<file path="src/rtl/mult_controller.sv">
// Sequencing FSM for a radix-2 shift-add multiplier: steers load/add/shift strobes of an
// external product datapath and reports busy/done plus the current iteration index.
module mult_controller #(
    parameter int unsigned WIDTH = 32,
    parameter int unsigned CNT_W = 5
) (
    input  logic             clk,
    input  logic             reset,
    input  logic             start,
    input  logic             mult_lsb,
    output logic             load,
    output logic             add_en,
    output logic             shift_en,
    output logic             busy,
    output logic             done,
    output logic [CNT_W-1:0] count
);

    typedef enum logic [2:0] {
        StIdle,
        StLoad,
        StTest,
        StAdd,
        StShift,
        StDone
    } state_t;

    localparam logic [CNT_W-1:0] LastCnt = CNT_W'(WIDTH - 1);

    state_t           r_state;
    state_t           w_state_next;
    logic [CNT_W-1:0] r_count;
    logic [CNT_W-1:0] w_count_next;

    always_ff @(posedge clk or posedge reset) begin
        if (reset) begin
            r_state <= StIdle;
            r_count <= '0;
        end else begin
            r_state <= w_state_next;
            r_count <= w_count_next;
        end
    end

    // All strobes decode from the registered state alone, so reset clears them at once.
    always_comb begin
        w_state_next = r_state;
        w_count_next = r_count;
        load         = 1'b0;
        add_en       = 1'b0;
        shift_en     = 1'b0;
        busy         = 1'b1;
        done         = 1'b0;
        unique case (r_state)
            StIdle: begin
                busy = 1'b0;
                if (start) begin
                    w_state_next = StLoad;
                    w_count_next = '0;
                end
            end
            StLoad: begin
                load         = 1'b1;
                w_count_next = '0;
                w_state_next = StTest;
            end
            StTest: begin
                w_state_next = mult_lsb ? StAdd : StShift;
            end
            StAdd: begin
                add_en       = 1'b1;
                w_state_next = StShift;
            end
            StShift: begin
                shift_en = 1'b1;
                if (r_count == LastCnt) begin
                    w_state_next = StDone;
                end else begin
                    w_state_next = StTest;
                    w_count_next = r_count + 1'b1;
                end
            end
            StDone: begin
                done         = 1'b1;
                w_state_next = StIdle;
            end
            default: begin
                busy         = 1'b0;
                w_state_next = StIdle;
            end
        endcase
    end

    assign count = r_count;

endmodule

</file>
<file path="config.mk">
export PLATFORM = sky130hd
export DESIGN_NAME = mult_controller
export DESIGN_NICKNAME = d
export VERILOG_FILES = /design/src/rtl/mult_controller.sv
export SDC_FILE = /design/constraint.sdc
export NUM_CORES = 1
export LEC_CHECK = 0
export CAP_MARGIN = 5
export CORE_UTILIZATION = 35
export DETAILED_ROUTE_END_ITERATION = 12
export HOLD_SLACK_MARGIN = 0.06
export SYNTH_ARGS = -nofsm -noshare
export SYNTH_HDL_FRONTEND = slang
export SYNTH_SLANG_ARGS = --single-unit
</file>
<file path="constraint.sdc">
create_clock -name clk -period 3.3 [get_ports clk]
set_input_delay 0.66 -clock clk [delete_from_list [all_inputs] [get_ports clk]]
set_output_delay 0.66 -clock clk [all_outputs]
set_load 0.02 [all_outputs]
</file>
## Yosys cells after proc, flatten, opt, wreduce, memory -nomap -nowiden

Cells that the tools add are included.
Widths: inputs -> output; s select.

- Bits in registers: 8
- Input bits: 4

- Add/sub/neg operators: 1
- Equal/unequal tests: 8
- Mux-type cells: 12
- Reduce and logical (&&, ||, !) cells: 4

Operator list:

| kind | count |
|---|---|
| $pmux 3 s5 | 1 |
| $pmux 5 s3 | 1 |
| $mux 5 | 2 |
| $mux 3 | 3 |
| $eq 3x2->1 const B | 2 |
| $eq 3x3->1 const B | 2 |
| $add 5x1->5 const B | 1 |
| $eq 5x5->1 const B | 1 |
| $mux 1 | 5 |
| $reduce_or 5->1 | 1 |
| $ne 2x2->1 const B | 2 |
| $eq 3x1->1 const B | 1 |
| $logic_not 3->1 | 1 |
| $reduce_and 3->1 | 1 |
| $reduce_bool 3->1 | 1 |

## Logic depth before layout (Yosys ltp)

Gate-level depths: netlist of the first run.

- Depth after elaboration: 3
- Depth in mapped cells: 7
- Gate-level depth less buffers: 7

## Worst setup path before layout of the first run

OpenSTA, ideal clock, no wires.

- Kind: reg2reg
- Start point: register r_count[0] (netlist: count[0])
- End point: register r_count[2] (netlist: count[2])
- Library setup time: 0.122 ns
- Data arrival time: 1.878 ns
- Data required time: 3.178 ns
- Setup slack: 1.300 ns
- Cell stages (with the launch flop): 8
- Buffers on the path: 0
- Path through: dfrtp_1 -> ha_1 -> and3_1 -> ha_1 -> or3b_4 -> a21oi_4 -> o21ai_1 -> o2bb2ai_1

- Longest elaborated chain between the ends: 3
- Elaborated cells on any way between the ends: 6
- Those cells by class: add/sub: 1; eq/ne: 2; mux: 2; reduce/logical: 1

RTL lines:

| what | RTL line | text |
|---|---|---|
| start: declaration | 32 | `logic [CNT_W-1:0] r_count;` |
| start signal: assignment | 41 | `r_count <= w_count_next;` |
| $add 5x1->5 / $eq 5x5->1 (equally long branches) | 80, 76 |  |
| $mux 5 / $ne 2x2->1 (equally long branches) | - |  |
| $pmux 5 s3 / $reduce_and 3->1 (equally long branches) | - |  |

Parallel ways exist; a longest one is shown, timed or not. The select of a mux whose other input is x is not followed.
A chain may end at the register's enable or synchronous reset.

## Worst setup path after layout of the first run

- Start point: register r_state[1]
- End point: output shift_en

- Longest elaborated chain between the ends: 2

RTL lines:

| what | RTL line | text |
|---|---|---|
| start: declaration | 30 | `state_t r_state;` |
| start signal: assignment | 37 | `r_state <= StIdle;` |
| start signal: assignment | 40 | `r_state <= w_state_next;` |
| $eq 3x3->1 | 54 | `unique case (r_state)` |
| $mux 1 | 54 |  |
| end: declaration | 13 | `output logic shift_en,` |

Every way passes these cells.

==> flow_summary_export.csv, run 1 <==
group,metric,value,unit
cells_and_area,final_cell_mix,"clkdlybuf4s50_1, dfrtp_1, inv_1, a21oi_1",
routing,vias,413,
cells_and_area,antenna_cells,0,
logic_synthesis,syn_nets,57,
run_status,status,"completed",
grt,grt_pass1_vias,385,
cells_and_area,final_cell_area,654,sq um
timing,setup_viol,0,
die,dieArea,1600,sq um
grt,antenna_found_initial,0,
routing,routedWlPerCell,11.9,microns
grt,grt_max_degree,10,
timing,setup-tns-final,0,ns
place,gp_congestion,0.649,
run,max-cap-violations,0,
timing,rsz0062_at_grt,"false",
die,core,1320,sq um
power,ir_worst_vdd,0.259,mV
routing,drt_iter0_drc,5,
routing,ant_nets,0,
worst_hold_path,hp-class,"reg2reg",
cells_and_area,final_cells,80,
grt,grt_usage,15.4,%
routing,drc,0,
die,die_x,40.0,microns
routing,via_per_inst,5.16,
die,die_h,40.0,microns
critical_path,crit_fanout,9,
place,placed_cells,77,
logic_synthesis,ys_seq_elements,8,
critical_path,crit_required,2.64,ns
clocking,cts_buffers,3,
logic_synthesis,postSynthAreaPerCell,9.91,sq um
place,io_buffers,13,
clocking,clk_path_buf_depth,2,
clocking,htreeDepth,1,
routing,drtPass1Iterations,2,
clocking,cts_hold_buf,0,
cells_and_area,area_delta_synth_final,29.5,%
die,initial_core_util,38.4,%
critical_path,worstSetupStartpointType,"flop",
cells_and_area,drive_gt1_share,15.4,%
timing,fmax,409,MHz
logic_synthesis,synthCells,51,
place,dp_hpwl,710,microns
power,power,0.490,mW
timing,min_period,2.45,ns
clocking,cts_tree,"built",
critical_path,crit_type,"reg2out",
routing,wirelength,952,microns
clocking,cts_setup_buffers,0,
logic_synthesis,netlist_area,505,sq um
grt,grt.overflow.total,0,
power,p_leak,0.275,nW
critical_path,worstPathArrival,1.79,ns
grt,grt_first_pass_wirelength,1610,microns
power,power.density,748,nW/um^2
logic_synthesis,yosysTopAreaCell,"dfrtp_1",
timing,finalCritPeriodShare,74.2,%
timing,clock-skew-final,0.00781,ns
logic_synthesis,yosysUniqueCellTypes,28,
cells_and_area,fin_nets,73,
timing,tightest_slew,0.380,ns
critical_path,end_kind,"primary output",
die,core.rowCount,13,
timing,finalHoldViolCount,0,
clocking,cts_sinks,8,
logic_synthesis,synth-seq-area-share,39.6,%
clocking,cts.clk_slew.worst_paths,0.06,ns
clocking,root_buffer,"clkbuf_4",
logic_synthesis,ys_warn_count,0,
timing,relSlewSlack,74.7,%
die,io_pins,14,
logic_synthesis,netlist.area_leader.share,39.6,%
timing,slew_viol_final,0,
clocking,clk-insertion-delay-late,0.25,ns
logic_synthesis,synth_area_leaders,"dfrtp_1, ha_1, buf_6",
clocking,cts_resized,0,
cells_and_area,final_common_cell,"clkdlybuf4s50_1",
cells_and_area,n_fill_cell,131,
place,dpl-instance-area,632,sq um
## report_power, final
part / internal [mW] / total, mW / leakage, nW / switching [mW]
Clock: 0.0414 / 0.0717 / 0.0138 / 0.0303
Sequential: 0.120 / 0.169 / 0.108 / 0.0490
Combinational: 0.127 / 0.249 / 0.153 / 0.122
## logic make-up (layout without fill, tap and decap cells)
kind of cell,after synthesis,in the layout,share of synthesized area [%]
compound gates,14,14,19.6
fa+ha+maj,2,2,4.95
buf+inv,8,22,8.91
flops,8,8,39.6
mux,2,2,3.96
simple gates,17,17,23.0
## metal layers
metal	track usage [%]	vias to the layer above	part of all wire [%]
met5	0	-	0
met1	18.3	194	47
met4	10.3	0	0
li1	-	208	-
met3	1.67	0	5.3
met2	25.8	11	48
## stage by stage
stage               setup WS [ns]  utilization [%]  hold slack (ns)
floorplan                    1.30                -            0.476
global placement             1.09             48.0            0.537
detailed placement           1.11             48.0            0.534
CTS                         0.825             49.7            0.547
global route                0.757             49.7            0.558
finish                      0.853             49.7            0.541
## Yosys cell counts
| cell | n |
|---|---|
| nand3_1 | 3 |
| nand2_2 | 1 |
| and3_1 | 1 |
| o21ai_0 | 2 |
| or2b_2 | 1 |
| a31o_2 | 1 |
| o22ai_1 | 1 |
| o21ai_1 | 1 |
| or3b_4 | 1 |
| nand2_1 | 1 |
| nor3b_1 | 1 |
| a21oi_1 | 4 |
| o2bb2ai_1 | 1 |
| nor3b_4 | 1 |
| inv_1 | 6 |
| buf_6 | 2 |
| o21bai_1 | 1 |
| mux2i_1 | 2 |
| dfrtp_1 | 8 |
| ha_1 | 2 |
| nor2_1 | 3 |
| or2b_1 | 1 |
| a211oi_1 | 1 |
| nor3_1 | 1 |
| a22o_1 | 1 |
| and2_1 | 1 |
| and2b_2 | 1 |
| a21oi_4 | 1 |
## worst max-delay path: stages (launching register included)
cell and delay [ns]:
dfrtp_1 0.50, nor3b_4 0.37, clkdlybuf4s50_1 0.67
## flip-flops by register name, indices dropped and copies added (netlist names)
name / flops
count: 5
r_state: 3
## path summary, 6_finish.rpt
check	from	to	slack [ns]	depth (start not counted)
max in group asynchronous	reset	r_state[2]	2.42	2
max reg2reg	count[0]	count[2]	1.23	7
min reg2reg	count[0]	count[0]	0.54	1
max	r_state[1]	shift_en	0.85	2
min	count[0]	count[0]	0.54	1
min in group asynchronous	reset	r_state[0]	0.65	2
## cell type report
class                   count  area, sq um  area share, %
clock buffers               3         22.5           3.44
inverters                   6         22.5           3.44
multi-input cells          35          260           39.8
flip-flops and latches      8          200           30.6
well taps                  15         18.8           2.87
repair buffers             13          130           19.9
(Power assumes the default switching activity.)
==> run 2, diff against run 1 <==
==> constraint.sdc (replaced) <==
create_clock -name clk -period 2.3 [get_ports clk]
set_input_delay 0.46 -clock clk [delete_from_list [all_inputs] [get_ports clk]]
set_output_delay 0.46 -clock clk [all_outputs]
set_load 0.02 [all_outputs]
==> run 2 against run 1 <==
Compared with the run above: clock skew down 0.0024 ns; clock power up 51%; first-iteration DRC count unchanged; largest cell class unchanged; largest power group unchanged; die area unchanged.
==> flow_summary_export.csv, run 2 (synthesis results as in run 1) <==
group,metric,value,unit
run_status,status,"completed",
die,core,1320,sq um
place,io_buffers,13,
place,pre_cts_ws,0.266,ns
die,io_pins,14,
routing,drt_iter0_drc,5,
critical_path,worstRegToRegCells,7,
clocking,root_buffer,"clkbuf_4",
critical_path,crit_fanout,9,
critical_path,reg2reg_slack,0.27,ns
clocking,clk-insertion-delay-late,0.26,ns
cells_and_area,final_common_cell,"clkdlybuf4s50_1",
timing,setup-tns-final,0,ns
cells_and_area,largest_reg_flops,5,
grt,antenna_found_initial,0,
timing,finalHoldViolCount,0,
critical_path,end_kind,"primary output",
critical_path,r2r-end,"count[2]",
critical_path,cp_cell_sequence,"or2b_2 > nor2_1 > clkdlybuf4s50_1",
routing,drtPass1Iterations,4,
timing,fmax,457,MHz
critical_path,crit_path_start,"r_state[2]",
critical_path,slowest_delay,0.60,ns
routing,via_per_inst,4.98,
timing,clock-skew-final,0.00545,ns
die,die_h,40.0,microns
grt,grt_usage,14.9,%
timing,finalCritPeriodShare,95.1,%
critical_path,cp-endpoint,"load",
timing,slew_viol_final,0,
die,die_x,40.0,microns
run,max-cap-violations,0,
critical_path,worstSetupStartpointType,"flop",
power,power.density,1070,nW/um^2
critical_path,crit_required,1.84,ns
worst_hold_path,hp-class,"in2async",
timing,rsz0062_at_grt,"false",
critical_path,r2r_start,"count[0]",
clocking,cts_tree,"built",
cells_and_area,area_delta_synth_final,31.4,%
critical_path,cp_slowest_cell,"clkdlybuf4s50_1",
clocking,htreeDepth,1,
timing,setup_viol,0,
cells_and_area,fin_nets,74,
cells_and_area,drive_gt1_share,19.7,%
timing,relSlewSlack,79.0,%
clocking,cts_buffers,3,
cells_and_area,antenna_cells,0,
grt,grt_first_pass_wirelength,1550,microns
clocking,clk_path_buf_depth,2,
critical_path,crit_type,"reg2out",
routing,wirelength,915,microns
clocking,cts_sinks,8,
critical_path,worstPathArrival,1.73,ns
power,ir_worst_vdd,0.600,mV
cells_and_area,final_cell_mix,"clkdlybuf4s50_1, inv_1, dfrtp_1, a21oi_1",
timing,min_period,2.19,ns
grt,grt_max_degree,10,
die,dieArea,1600,sq um
routing,routedWlPerCell,11.3,microns
timing,tightest_slew,0.315,ns
timing,setup_slack,0.113,ns
routing,ant_nets,0,
place,dp_hpwl,671,microns
grt,grt_pass1_vias,360,
clocking,cts.clk_slew.worst_paths,0.06,ns
power,p_leak,0.277,nW
routing,vias,403,
routing,drc,0,
grt,grt.overflow.total,0,
place,gp_congestion,0.723,
die,core.rowCount,13,
die,initial_core_util,38.4,%
run 2: cell count changes in the layout (fill, tap and decap cells not counted), sizes merged:
| cell | before | now |
|---|---|---|
| buf | 0 | 1 |
run 2: final cells by class:
cell class	count	area, sq um
fillers	119	653
multi-input cells	35	260
flip-flops and latches	8	203
repair buffers	14	138
clock buffers	3	22.5
inverters	6	22.5
well taps	15	18.8
run 2: power breakdown:
part / total, mW / switching [mW] / internal, mW
clock network: 0.108 / 0.0479 / 0.0597
registers: 0.244 / 0.0680 / 0.176
logic: 0.362 / 0.174 / 0.188
total: 0.714 / 0.290 / 0.424
run 2: layer usage:
layer / global-route usage [%] / wire (microns) / vias up
li1: - / - / 208
met1: 19.0 / 454 / 176
met2: 22.6 / 361 / 16
met3: 2.78 / 70 / 3
met4: 10.3 / 28 / 0
met5: 0 / 0 / -
run 2: per-stage QoR:
step	util [%]	instance area (sq um)	total power, mW	std cells	hold slack, ns
floorplan	-	505	0.509	51	0.276
CTS	50.2	662	0.722	81	0.450
finish	50.4	664	0.714	81	0.448
global placement	48.5	639	0.610	78	0.520
global route	50.4	664	0.772	81	0.487
detailed placement	48.5	639	0.609	78	0.521
run 2: how the worst min path moves through the flow:
| stage | start | endpoint | slack, ns | cells past startpoint |
|---|---|---|---|---|
| 2_1_floorplan | reset | count[0] | 0.28 | 1 |
| 3_3_place_gp | count[0] | count[0] | 0.52 | 1 |
| 3_5_place_dp | count[0] | count[0] | 0.52 | 1 |
| 4_1_cts | reset | count[0] | 0.45 | 2 |
| 5_1_grt | reset | r_state[2] | 0.49 | 2 |
| 6_report | reset | r_state[2] | 0.45 | 2 |
run 2: timing repair:
item,in CTS,in global routing
gates resized for setup,0,2
setup buffers,0,0
setup endpoints to repair,0,2
hold buffers,0,0
run 2: worst max-delay path: cells and delay by family, from the launching register on:
family,cells,cell delay (ns)
flip-flops,1,0.46
AND/OR/NAND/NOR,2,0.41
buffers and inverters,1,0.60
==> run 3, diff against run 2 <==
--- a/config.mk
+++ b/config.mk
@@ -7,6 +7,7 @@
 export LEC_CHECK = 0
 export CAP_MARGIN = 5
 export CORE_UTILIZATION = 35
+export CTS_CLUSTER_SIZE = 12
 export DETAILED_ROUTE_END_ITERATION = 12
 export HOLD_SLACK_MARGIN = 0.06
 export SYNTH_ARGS = -nofsm -noshare
==> results of run 3 <==
Same layout as run 2: the final DEF is identical, and so are final timing and power.
